<file path="src/rtl/sub8_pipe_stage.sv">
// rtl/sub8_pipe_stage.sv - two-stage flow-controlled subtractor (a - b - bin) with borrow out
module sub8_pipe_stage #(
  parameter int WIDTH = 8
) (
  input  logic             clk,
  input  logic             rst_n,
  input  logic             flush,
  input  logic             in_valid,
  output logic             in_ready,
  input  logic [WIDTH-1:0] in_a,
  input  logic [WIDTH-1:0] in_b,
  input  logic             in_bin,
  output logic             out_valid,
  input  logic             out_ready,
  output logic [WIDTH-1:0] out_diff,
  output logic             out_bout
);

  logic [WIDTH-1:0] a_q, b_q;
  logic             bin_q;
  logic             s1_valid_q, s1_valid_d;

  logic [WIDTH-1:0] diff_q;
  logic             bout_q;
  logic             s2_valid_q, s2_valid_d;

  logic             s2_adv, s1_adv;
  logic             in_xfer, out_xfer;
  logic [WIDTH:0]   sub_full;

  // in_ready is combinational from out_ready so a full pipe refills in the release cycle
  always_comb begin
    s2_adv   = s1_valid_q & (~s2_valid_q | out_ready);
    s1_adv   = ~s1_valid_q | s2_adv;
    in_xfer  = in_valid & s1_adv;
    out_xfer = s2_valid_q & out_ready;
    sub_full = {1'b0, a_q} - {1'b0, b_q} - {{WIDTH{1'b0}}, bin_q};
  end

  always_comb begin
    s1_valid_d = s1_valid_q;
    s2_valid_d = s2_valid_q;
    if (flush) begin
      s1_valid_d = 1'b0;
      s2_valid_d = 1'b0;
    end else begin
      if (in_xfer) begin
        s1_valid_d = 1'b1;
      end else if (s2_adv) begin
        s1_valid_d = 1'b0;
      end
      if (s2_adv) begin
        s2_valid_d = 1'b1;
      end else if (out_xfer) begin
        s2_valid_d = 1'b0;
      end
    end
  end

  always_ff @(posedge clk or negedge rst_n) begin
    if (!rst_n) begin
      s1_valid_q <= 1'b0;
      s2_valid_q <= 1'b0;
    end else begin
      s1_valid_q <= s1_valid_d;
      s2_valid_q <= s2_valid_d;
    end
  end

  always_ff @(posedge clk or negedge rst_n) begin
    if (!rst_n) begin
      a_q   <= '0;
      b_q   <= '0;
      bin_q <= 1'b0;
    end else if (in_xfer && !flush) begin
      a_q   <= in_a;
      b_q   <= in_b;
      bin_q <= in_bin;
    end
  end

  // Result registers only move on an advance, which also provides the hold under back-pressure
  always_ff @(posedge clk or negedge rst_n) begin
    if (!rst_n) begin
      diff_q <= '0;
      bout_q <= 1'b0;
    end else if (s2_adv && !flush) begin
      diff_q <= sub_full[WIDTH-1:0];
      bout_q <= sub_full[WIDTH];
    end
  end

  assign in_ready  = s1_adv;
  assign out_valid = s2_valid_q;
  assign out_diff  = diff_q;
  assign out_bout  = bout_q;

endmodule

</file>
<file path="config.mk">
export PLATFORM = sky130hd
export DESIGN_NAME = sub8_pipe_stage
export DESIGN_NICKNAME = d
export VERILOG_FILES = /design/src/rtl/sub8_pipe_stage.sv
export SDC_FILE = /design/constraint.sdc
export NUM_CORES = 1
export LEC_CHECK = 0
export BUFFER_PORTS_ARGS = -buffer_cell sky130_fd_sc_hd__buf_2
export CAP_MARGIN = 20
export CORE_MARGIN = 4
export CORE_UTILIZATION = 41
export DETAILED_ROUTE_END_ITERATION = 8
export GPL_TIMING_DRIVEN = 0
export PLACE_DENSITY_LB_ADDON = 0.2
export SYNTH_ARGS = -nofsm -noshare
export SYNTH_HDL_FRONTEND = slang
export SYNTH_SLANG_ARGS = --single-unit
</file>
<file path="constraint.sdc">
create_clock -name clk -period 2.6 [get_ports clk]
set_clock_uncertainty 0.2 [all_clocks]
set_input_delay 0.39 -clock clk [delete_from_list [all_inputs] [get_ports clk]]
set_output_delay 0.39 -clock clk [all_outputs]
set_load 0.02 [all_outputs]
</file>
==> results of run 1 <==
[cells in the mapped netlist]
library cell  number  area [µm²]
dfrtp_1           28         701
inv_1             24        90.1
mux2_2            17         191
ha_1              14         175
nand2_1           10        37.5
o21ai_0            8        40.0
nor2_1             6        22.5
a21oi_1            5        25.0
xnor2_1            3        26.3
a211o_1            2        17.5
a21o_1             2        15.0
buf_2              2        10.0
fa_1               2        40.0
nand3_1            2        10.0
nor4_1             2        12.5
xor2_1             2        17.5
a2111oi_0          1        8.76
a211oi_1           1        7.51
a221o_1            1        10.0
a311o_1            1        10.0
a31o_2             1        8.76
clkbuf_1           1        3.75
nand2b_4           1        13.8
nand3b_1           1        7.51
nand3b_2           1        11.3
nand4_1            1        6.26
nor2b_2            1        8.76
nor3_1             1        5.00
nor4b_1            1        8.76
o2111ai_1          1        8.76
or2_0              1        6.26
or3_1              1        6.26
or4_1              1        7.51
[state kept, by name, indices dropped and copies added, names as in the netlist]
register	count
b_q	8
a_q	8
out_bout	1
out_valid	1
s1_valid_q	1
out_diff	8
bin_q	1
[cell type report]
class	count	area [µm²]	share of cell area
Buffer	3	13.8	0.00747
Clock buffer	3	41.3	0.0224
Inverter	24	90.1	0.0489
Multi-Input combinational cell	91	766	0.416
Sequential cell	28	701	0.380
Tap cell	48	60.1	0.0326
Timing Repair Buffer	33	170	0.0924
[final timing paths]
path | slack [ns] | cells past startpoint | end
min in group asynchronous | 0.47 | 2 | s1_valid_q$_DFFE_PN0P_
worst min register to register | 0.28 | 2 | out_diff[3]$_DFFE_PN0P_
max in group asynchronous | 1.32 | 2 | bin_q$_DFFE_PN0P_
worst min-delay path | 0.10 | 2 | out_valid$_DFFE_PN0P_
worst max register to register | 0.18 | 6 | out_diff[7]$_DFFE_PN0P_
worst max-delay path | 0.18 | 6 | out_diff[7]$_DFFE_PN0P_
[through the flow]
stage          hold WS (ns)  power [mW]   util
4_1_cts               0.101        1.53  0.499
6_report              0.100        1.51  0.499
3_5_place_dp          0.244        1.29  0.485
5_1_grt               0.105        1.63  0.499
3_3_place_gp          0.229        1.27  0.485
2_1_floorplan        -0.106        1.10      -
[cells by family (layout without fill, tap and decap cells)]
group | after synthesis | in the layout | share of synthesized area
muxes | 17 | 17 | 0.122
and+or+nand+nor | 30 | 30 | 0.104
DFF | 28 | 28 | 0.446
buffers and inverters | 27 | 63 | 0.0661
xor gates and xnor gates | 5 | 5 | 0.0279
AOI/OAI and AO/OA | 23 | 23 | 0.0964
adders and majority gates | 16 | 16 | 0.137
[power breakdown]
part / internal, mW / switching (mW)
sequential: 0.541 / 0.0555
clock: 0.104 / 0.128
combinational: 0.299 / 0.385
[layer usage]
layer  track usage  routed length [µm]
met1         0.149                1270
met2         0.201                1350
met3        0.0230                 144
met4        0.0383                  32
met5             0                   0
[what timing repair did]
| item | in CTS | in global routing |
|---|---|---|
| endpoints found under the hold margin | 28 | 0 |
| hold buffers | 1 | 0 |
| gates resized for setup | 0 | 0 |
[worst reg2reg max path: stages (launching register included)]
cell	delay [ns]
dfrtp_1	0.41
fa_1	0.46
ha_1	0.28
o21ai_0	0.13
a211o_1	0.32
or4_1	0.47
nand3_1	0.09
[layout by cell type, fill, tap and decap left out, drive strengths merged, types with 2 or more instances in the layout]
cell type  count
nand3          2
fa             2
buf           34
nand2         10
ha            14
mux2          17
nor2           6
clkbuf         4
nor4           2
xnor2          3
nand3b         2
inv           24
dfrtp         28
a21oi          5
o21ai          8
xor2           2
a211o          2
a21o           2
==> flow_metrics.tcl, run 1 <==
set metrics [dict create \
    place_area_um2 1790 \
    clockBufferDepth 2 \
    drc_errors 0 \
    fin_cells 230 \
    worstSetupStartpoint "a_q[0]$_DFFE_PN0P_" \
    grt_pass1_vias 1141 \
    gr-total-overflow 0 \
    dr.first_iter.drc_count 43 \
    die_y_um 69.9 \
    die_w_um 69.9 \
    cts_tree "built" \
    grt_pass1_wl_um 4770 \
    powerDensity_nw_per_um2 822 \
    cts_root_buf "clkbuf_8" \
    maxCapViolCount 0 \
    cts_max_level 1 \
    syn_nets 184 \
    antenna_cells 0 \
    clkTransAtPathRegs_ns 0.09 \
    place.gp.congestion 0.755 \
    synth_area_per_cell_um2 10.8 \
    fin_area_um2 1840 \
    netlist_area_um2 1570 \
    antenna_found_initial 0 \
    setup_violations 0 \
    wire_per_inst_um 12.2 \
    crit_required_ns 2.61 \
    worst_slack_ns 0.184 \
    crit_type "reg -> reg" \
    nFillCells 371 \
    cp_slowest_cell "or4_1" \
    r2r-start "a_q[0]$_DFFE_PN0P_" \
    syn_to_final_growth_pct 17.3 \
    drive_gt1_frac 0.319 \
    maxSlewViolCount 0 \
    finalSetupTns_ns 0 \
    synth-seq-cells 28 \
    cpPeakStageDelay_ns 0.47 \
    cts_num_sinks 28 \
    hp-class "in -> reg" \
    grt_max_degree 29 \
    critPathArrivalTime_ns 2.43 \
    ys_seq_area_frac 0.446 \
    crit_chain "fa_1, ha_1, o21ai_0, a211o_1, or4_1, nand3_1" \
    final_nets 222 \
    pin_count 33 \
    hp-start "flush" \
    start_kind "flop" \
    vias 1122 \
    viasPerCell 4.88 \
    status "completed" \
    num_rows 22 \
    cts_made_buffers 3 \
    ant_nets 0 \
    place_inst 226 \
    fmax_mhz 414 \
    worst_pin_slew_ns 0.640 \
    yosysUniqueCellTypes 33 \
    initial_core_util 0.426 \
    irDropWorstVdd_mv 0.261 \
    slew_headroom 0.574 \
    design.die.area_um2 4880 \
    yosysWarnings 0 \
    post_cts_buffers 0 \
    hpwl_um 2220 \
    wl_um 2800 \
    io_buffers 32 \
    fin_crit_ns 2.42 \
    crit_buf_inv 0 \
    finalCritPeriodShare 0.929 \
    clk_latency_ns 0.27 \
    grt.total_usage 0.118 \
    first_pass_iters 4 \
    hold_viol_final 0 \
    pre_cts_ws_ns 0.199 \
    grt_setup_unrepaired "false" \
    end_kind "flop" \
    cp_max_fo 3 \
    cp_top_family "adder cells" \
    coreArea_um2 3690 \
    syn_inst 146 \
    leakage_nw 0.941 \
]
Note: power is estimated with default switching activity, not from simulation.
==> run 2, diff against run 1 <==
ABC_AREA = 1   (was not set)
==> run 2 against run 1 <==
Wire length grew 3.6%. Sequential power shrank 2%. Highest routed layer unchanged. Core utilization shrank 0.24 points. Combinational power about the same. Clock power up 16%. Die area rose by 8.1%. Sequential share of layout area is 3.0 points lower. Synthesized cell count grew 29%. Largest power group unchanged. Critical path depth increased by 3. Worst hold slack better by 0.014 ns. Global-route usage rose by 0.64 points. Final cell count rose by 20%.
==> flow_metrics.tcl, run 2 <==
set metrics [dict create \
    status "completed" \
    syn_to_final_growth_pct 16.8 \
    setup_violations 0 \
    critPathArrivalTime_ns 2.06 \
    start_kind "flop" \
    fmax_mhz 480 \
    async_flop_share 1.00 \
    yosysMostFrequentCell "nand2_1" \
    grt_setup_unrepaired "false" \
    cp_slowest_cell "fa_1" \
    syn_nets 226 \
    crit_required_ns 2.57 \
    antenna_found_initial 0 \
    grt_pass1_wl_um 5210 \
    wire_per_inst_um 10.5 \
    crit_type "reg -> reg" \
    layout_common_cells "42 x nand2_1, 40 x inv_1, 32 x buf_2, 28 x dfrtp_1, 14 x ha_1" \
    slew_headroom 0.574 \
    finalSetupTns_ns 0 \
    cp_top_family "adder cells" \
    yosysWarnings 0 \
    synth_area_per_cell_um2 9.12 \
    yosysTopAreaCell "dfrtp_1" \
    end_kind "flop" \
    seqPwrFrac 0.380 \
    maxCapViolCount 0 \
    hold_viol_final 0 \
    utilization 0.497 \
    wl_um 2900 \
    finalCritPeriodShare 0.801 \
    die_w_um 72.7 \
    cts_made_buffers 3 \
    irDropWorstVdd_mv 0.287 \
    yosysUniqueCellTypes 26 \
    drc_errors 0 \
    power.share.clock 0.175 \
    antenna_cells 0 \
    vias 1228 \
    ys_seq_area_frac 0.409 \
    initial_core_util 0.425 \
    cp_max_fo 3 \
    internal_power_mw 0.946 \
    fin_cells 275 \
    crit_top_cell "nand2_1" \
    cts_tree "built" \
    comb_power_share 0.445 \
    num_rows 23 \
    cts_max_level 1 \
    nFillCells 425 \
    design.die.area_um2 5280 \
    place_inst 270 \
    io_buffers 32 \
    grt.total_usage 0.124 \
    grt_pass1_vias 1208 \
    coreArea_um2 4030 \
    postCtsResizedCells 0 \
    clkTransAtPathRegs_ns 0.10 \
    viasPerCell 4.47 \
    final_common_cell "nand2_1" \
    cts_num_sinks 28 \
    drive_gt1_frac 0.329 \
    maxSlewViolCount 0 \
    crit_buf_inv 1 \
    netlist_area_um2 1710 \
    synth_edf_count 0 \
    ant_nets 0 \
    synth-seq-cells 28 \
    clockBufferDepth 2 \
    leakage_nw 1.10 \
    syn_inst 188 \
    clk_latency_ns 0.27 \
    first_pass_iters 4 \
    pin_count 33 \
    fin_crit_ns 2.08 \
    place.gp.congestion 0.785 \
    cpPeakStageDelay_ns 0.56 \
    synth.top_cell.area_share 0.409 \
    cts_root_buf "clkbuf_8" \
    die_y_um 72.7 \
    gr-total-overflow 0 \
    p_switching_mw 0.592 \
    ys.flop_type "dfrtp_1" \
    ys_top_cells_by_area "dfrtp_1 41%, ha_1 10%, nand2_1 9.2%" \
    worst_pin_slew_ns 0.640 \
    post_cts_buffers 0 \
    hp-class "in -> reg" \
    powerDensity_nw_per_um2 768 \
    swShare 0.385 \
    grt_max_degree 29 \
    dr.first_iter.drc_count 37 \
    hpwl_um 2250 \
    synthTopCellsByCount "42 x nand2_1, 40 x inv_1, 28 x dfrtp_1" \
    crit_chain "fa_1, inv_1, ha_1, o21ai_0, nand2_1, nand2_1, nand3_1, nand3_1, nand2_1" \
    final_nets 264 \
]
[run 2: cell count changes after synthesis, moves of 5 or more]
cell     before  now
nand2_1      10   42
o21ai_0       8    1
nand3_1       2    7
mux2_2       17    5
a21oi_2       0   10
inv_1        24   40
nor2_2        0   10
[run 2: timing repair]
| item | 4_1_cts | 5_1_grt |
|---|---|---|
| hold endpoints to repair | 28 | 0 |
| endpoints found under the setup margin | 0 | 0 |
| hold buffers | 1 | 0 |
[run 2: cells by family (layout without fill, tap and decap cells)]
logic type	after synthesis	after routing	synth area share
adder cells (fa/ha/maj)	16	16	0.126
AND/OR/NAND/NOR	71	71	0.207
AO/OA/AOI/OAI	19	19	0.0825
multiplexers	7	7	0.0460
XOR/XNOR	3	3	0.0153
flip-flops	28	28	0.409
buffers and inverters	44	81	0.115
[run 2: worst register-to-register path, cell delays in order (launching register included)]
cell and delay (ns):
dfrtp_1 0.41, fa_1 0.56, inv_1 0.05, ha_1 0.17
o21ai_0 0.16, nand2_1 0.12, nand2_1 0.09, nand3_1 0.07
nand3_1 0.11, nand2_1 0.05
[run 2: layer usage]
layer,track usage,up-vias,part of all wire
met5,0,-,0
met4,0.0369,0,0.013
met3,0.0220,5,0.045
met2,0.198,21,0.45
met1,0.172,558,0.49
li1,-,644,-
[run 2: path summary, 6_finish.rpt]
check                                         from                 endpoint  slack [ns]  cells past startpoint
max                             a_q[0]$_DFFE_PN0P_  out_diff[7]$_DFFE_PN0P_        0.52                      9
min                                          flush   s1_valid_q$_DFFE_PN0P_        0.11                      2
max reg2reg                     a_q[0]$_DFFE_PN0P_  out_diff[7]$_DFFE_PN0P_        0.52                      9
min reg2reg                out_diff[7]$_DFFE_PN0P_  out_diff[7]$_DFFE_PN0P_        0.28                      2
max in group asynchronous                    rst_n       a_q[0]$_DFFE_PN0P_        1.32                      2
min in group asynchronous                    rst_n  out_diff[6]$_DFFE_PN0P_        0.47                      2
[run 2: stage by stage]
stage	power, mW	setup WS, ns	hold slack, ns	instance area, µm²
floorplan	1.10	0.661	-0.106	1710
global placement	1.27	0.544	0.249	1940
detailed placement	1.28	0.511	0.252	1940
CTS	1.57	0.497	0.108	2000
global route	1.69	0.373	0.109	2000
finish	1.54	0.516	0.114	2000
[run 2: power by group through the flow]
stage / registers [mW] / logic (mW) / clock network (mW)
final: 0.585 / 0.684 / 0.269
after CTS: 0.586 / 0.698 / 0.285
after floorplan: 0.672 / 0.433 / 0
after global routing: 0.597 / 0.793 / 0.301
after global placement: 0.591 / 0.678 / 0
after detailed placement: 0.595 / 0.689 / 0
[run 2: cell type report]
type / count / area [µm²] / area share
Buffer: 3 / 42.5 / 0.0212
Sequential cell: 28 / 701 / 0.350
Clock buffer: 4 / 55.1 / 0.0275
Multi-Input combinational cell: 116 / 817 / 0.408
Timing Repair Buffer: 33 / 170 / 0.0850
Tap cell: 50 / 62.6 / 0.0313
Inverter: 41 / 154 / 0.0769
==> run 3, diff against run 2 <==
ABC_AREA = 0   (was 1)
clock period = 1.95 ns   (was 2.6 ns; I/O delays follow)
==> run 3 against run 2 <==
The flow now finishes with violations (setup timing). Critical path type unchanged. Final cell count shrank 15%. Clock power is 66% higher. Design area grew 2.2%. Maximum frequency down 7.6%.
==> flow_metrics.tcl, run 3 (synthesis gave the netlist of run 1 again) <==
set metrics [dict create \
    pre_cts_ws_ns -0.346 \
    cts_num_sinks 28 \
    dr_wl_met2_um 1250 \
    drc_errors 0 \
    design.die.area_um2 4880 \
    hp-class "in -> reg" \
    dr.first_iter.drc_count 24 \
    r2r-start "bin_q$_DFFE_PN0P_" \
    grt_pass1_wl_um 4800 \
    die_w_um 69.9 \
    die_y_um 69.9 \
    place.gp.congestion 0.811 \
    grt.total_usage 0.118 \
    worst_pin_slew_ns 0.600 \
    reg2reg_slack_ns -0.31 \
    end_kind "flop" \
    cts_made_buffers 3 \
    wire_per_inst_um 11.6 \
    first_pass_iters 4 \
    clkTransAtPathRegs_ns 0.09 \
    m1WireLength_um 1290 \
    clk_latency_ns 0.27 \
    finalCritPeriodShare 1.16 \
    nFillCells 321 \
    top_layer_used "met4" \
    worstSetupStartpoint "bin_q$_DFFE_PN0P_" \
    grt_pass1_vias 1093 \
    multi_input_area_um2 901 \
    grt_setup_unrepaired "true" \
    cts_max_level 1 \
    fmax_mhz 443 \
    slew_headroom 0.600 \
    drive_gt1_frac 0.433 \
    cts_root_buf "clkbuf_8" \
    ant_nets 0 \
    antenna_found_initial 0 \
    crit_end "out_diff[7]$_DFFE_PN0P_" \
    start_kind "flop" \
    maxCapViolCount 0 \
    hpwl_um 2110 \
    met3WireLength_um 139 \
    hold_viol_final 0 \
    initial_core_util 0.426 \
    reg2reg_depth 7 \
    crit_required_ns 1.96 \
    final_common_cell "buf_2" \
    vias 1154 \
    violations "setup timing" \
    status "complete, but fails checks" \
    coreArea_um2 3690 \
    finalSetupTns_ns -1.30 \
    cts_tree "built" \
    io_buffers 32 \
    maxSlewViolCount 0 \
    crit_type "reg -> reg" \
    clockBufferDepth 2 \
    critPathArrivalTime_ns 2.26 \
    syn_to_final_growth_pct 30.3 \
    final_nets 226 \
    antenna_cells 0 \
    fin_crit_ns 2.26 \
    num_rows 22 \
    layout_common_cells "33 x buf_2, 28 x dfrtp_1, 19 x inv_1, 17 x mux2_2, 9 x nand2_1" \
    grt_max_degree 29 \
    worst_slack_ns -0.306 \
    leakage_nw 0.983 \
    r2r-end "out_diff[7]$_DFFE_PN0P_" \
    gr-total-overflow 0 \
    hold_path_depth 2 \
    ff_latch_area_um2 701 \
    powerDensity_nw_per_um2 1180 \
    cp_max_fo 2 \
    wl_um 2720 \
    setup_violations 5 \
    viasPerCell 4.91 \
    pin_count 33 \
    irDropWorstVdd_mv 0.524 \
]
## run 3: cell count changes in the layout (fill, tap and decap cells not counted), moves of 3 or more
cell,delta
nand3_1,-5
nand2_1,-33
ha_1,-6
inv_2,+4
ha_4,+5
nor2_2,-10
inv_1,-21
a21oi_2,-9
o21ai_0,+3
mux2_2,+12
nor2_4,-3
buf_4,+3
## run 3: timing repair
| action | 4_1_cts | 5_1_grt |
|---|---|---|
| resized for setup | 12 | 8 |
| endpoints found under the hold margin | 30 | 0 |
| setup endpoints to repair | 6 | 6 |
| gates cloned | 0 | 0 |
| setup buffers | 2 | 1 |
| pin swaps | 5 | 5 |
| hold buffers | 2 | 0 |
## run 3: through the flow
stage	cell area, µm²	instances	total power, mW	hold slack, ns	utilization
floorplan	1610	146	1.53	-0.203	-
global placement	1830	226	1.75	0.130	0.497
detailed placement	1830	226	1.78	0.142	0.497
CTS	2000	234	2.36	0.0358	0.541
global route	2050	235	2.60	0.0409	0.555
finish	2050	235	2.42	0.0451	0.555
## run 3: critical path: stages, from the launching register on
cell and delay, ns:
dfrtp_1 0.37, inv_2 0.05, fa_2 0.61, ha_4 0.15
o21ai_4 0.06, a211o_1 0.26, or4_1 0.40, nand3_1 0.09
## run 3: power by group
part | switching [mW] | leakage (nW) | internal, mW
clock network | 0.172 | 0.0357 | 0.274
registers | 0.0801 | 0.338 | 0.721
logic | 0.609 | 0.609 | 0.559
## run 3: layer usage
layer	global-route usage	up-vias
met5	0	-
met1	0.168	542
met2	0.179	26
li1	-	582
met3	0.0230	4
met4	0.0383	0
## run 3: worst min-delay path by stage
| stage | startpoint | to | slack (ns) |
|---|---|---|---|
| after detailed placement | rst_n | out_diff[0]$_DFFE_PN0P_ | 0.14 |
| after CTS | in_a[4] | a_q[4]$_DFFE_PN0P_ | 0.04 |
| after global placement | rst_n | out_diff[0]$_DFFE_PN0P_ | 0.13 |
| after floorplan | rst_n | a_q[0]$_DFFE_PN0P_ | -0.20 |
| final | in_a[4] | a_q[4]$_DFFE_PN0P_ | 0.05 |
| after global routing | in_a[1] | a_q[1]$_DFFE_PN0P_ | 0.04 |
## run 3: area by class of cell
| cell class | count | share of cell area |
|---|---|---|
| multi-input combinational | 91 | 0.440 |
| sequential | 28 | 0.343 |
| timing repair buffer | 37 | 0.101 |
| inverter | 24 | 0.0440 |
| tap | 48 | 0.0294 |
| clock buffer | 3 | 0.0202 |
| clock inverter | 1 | 0.0147 |
| buffer | 3 | 0.00795 |
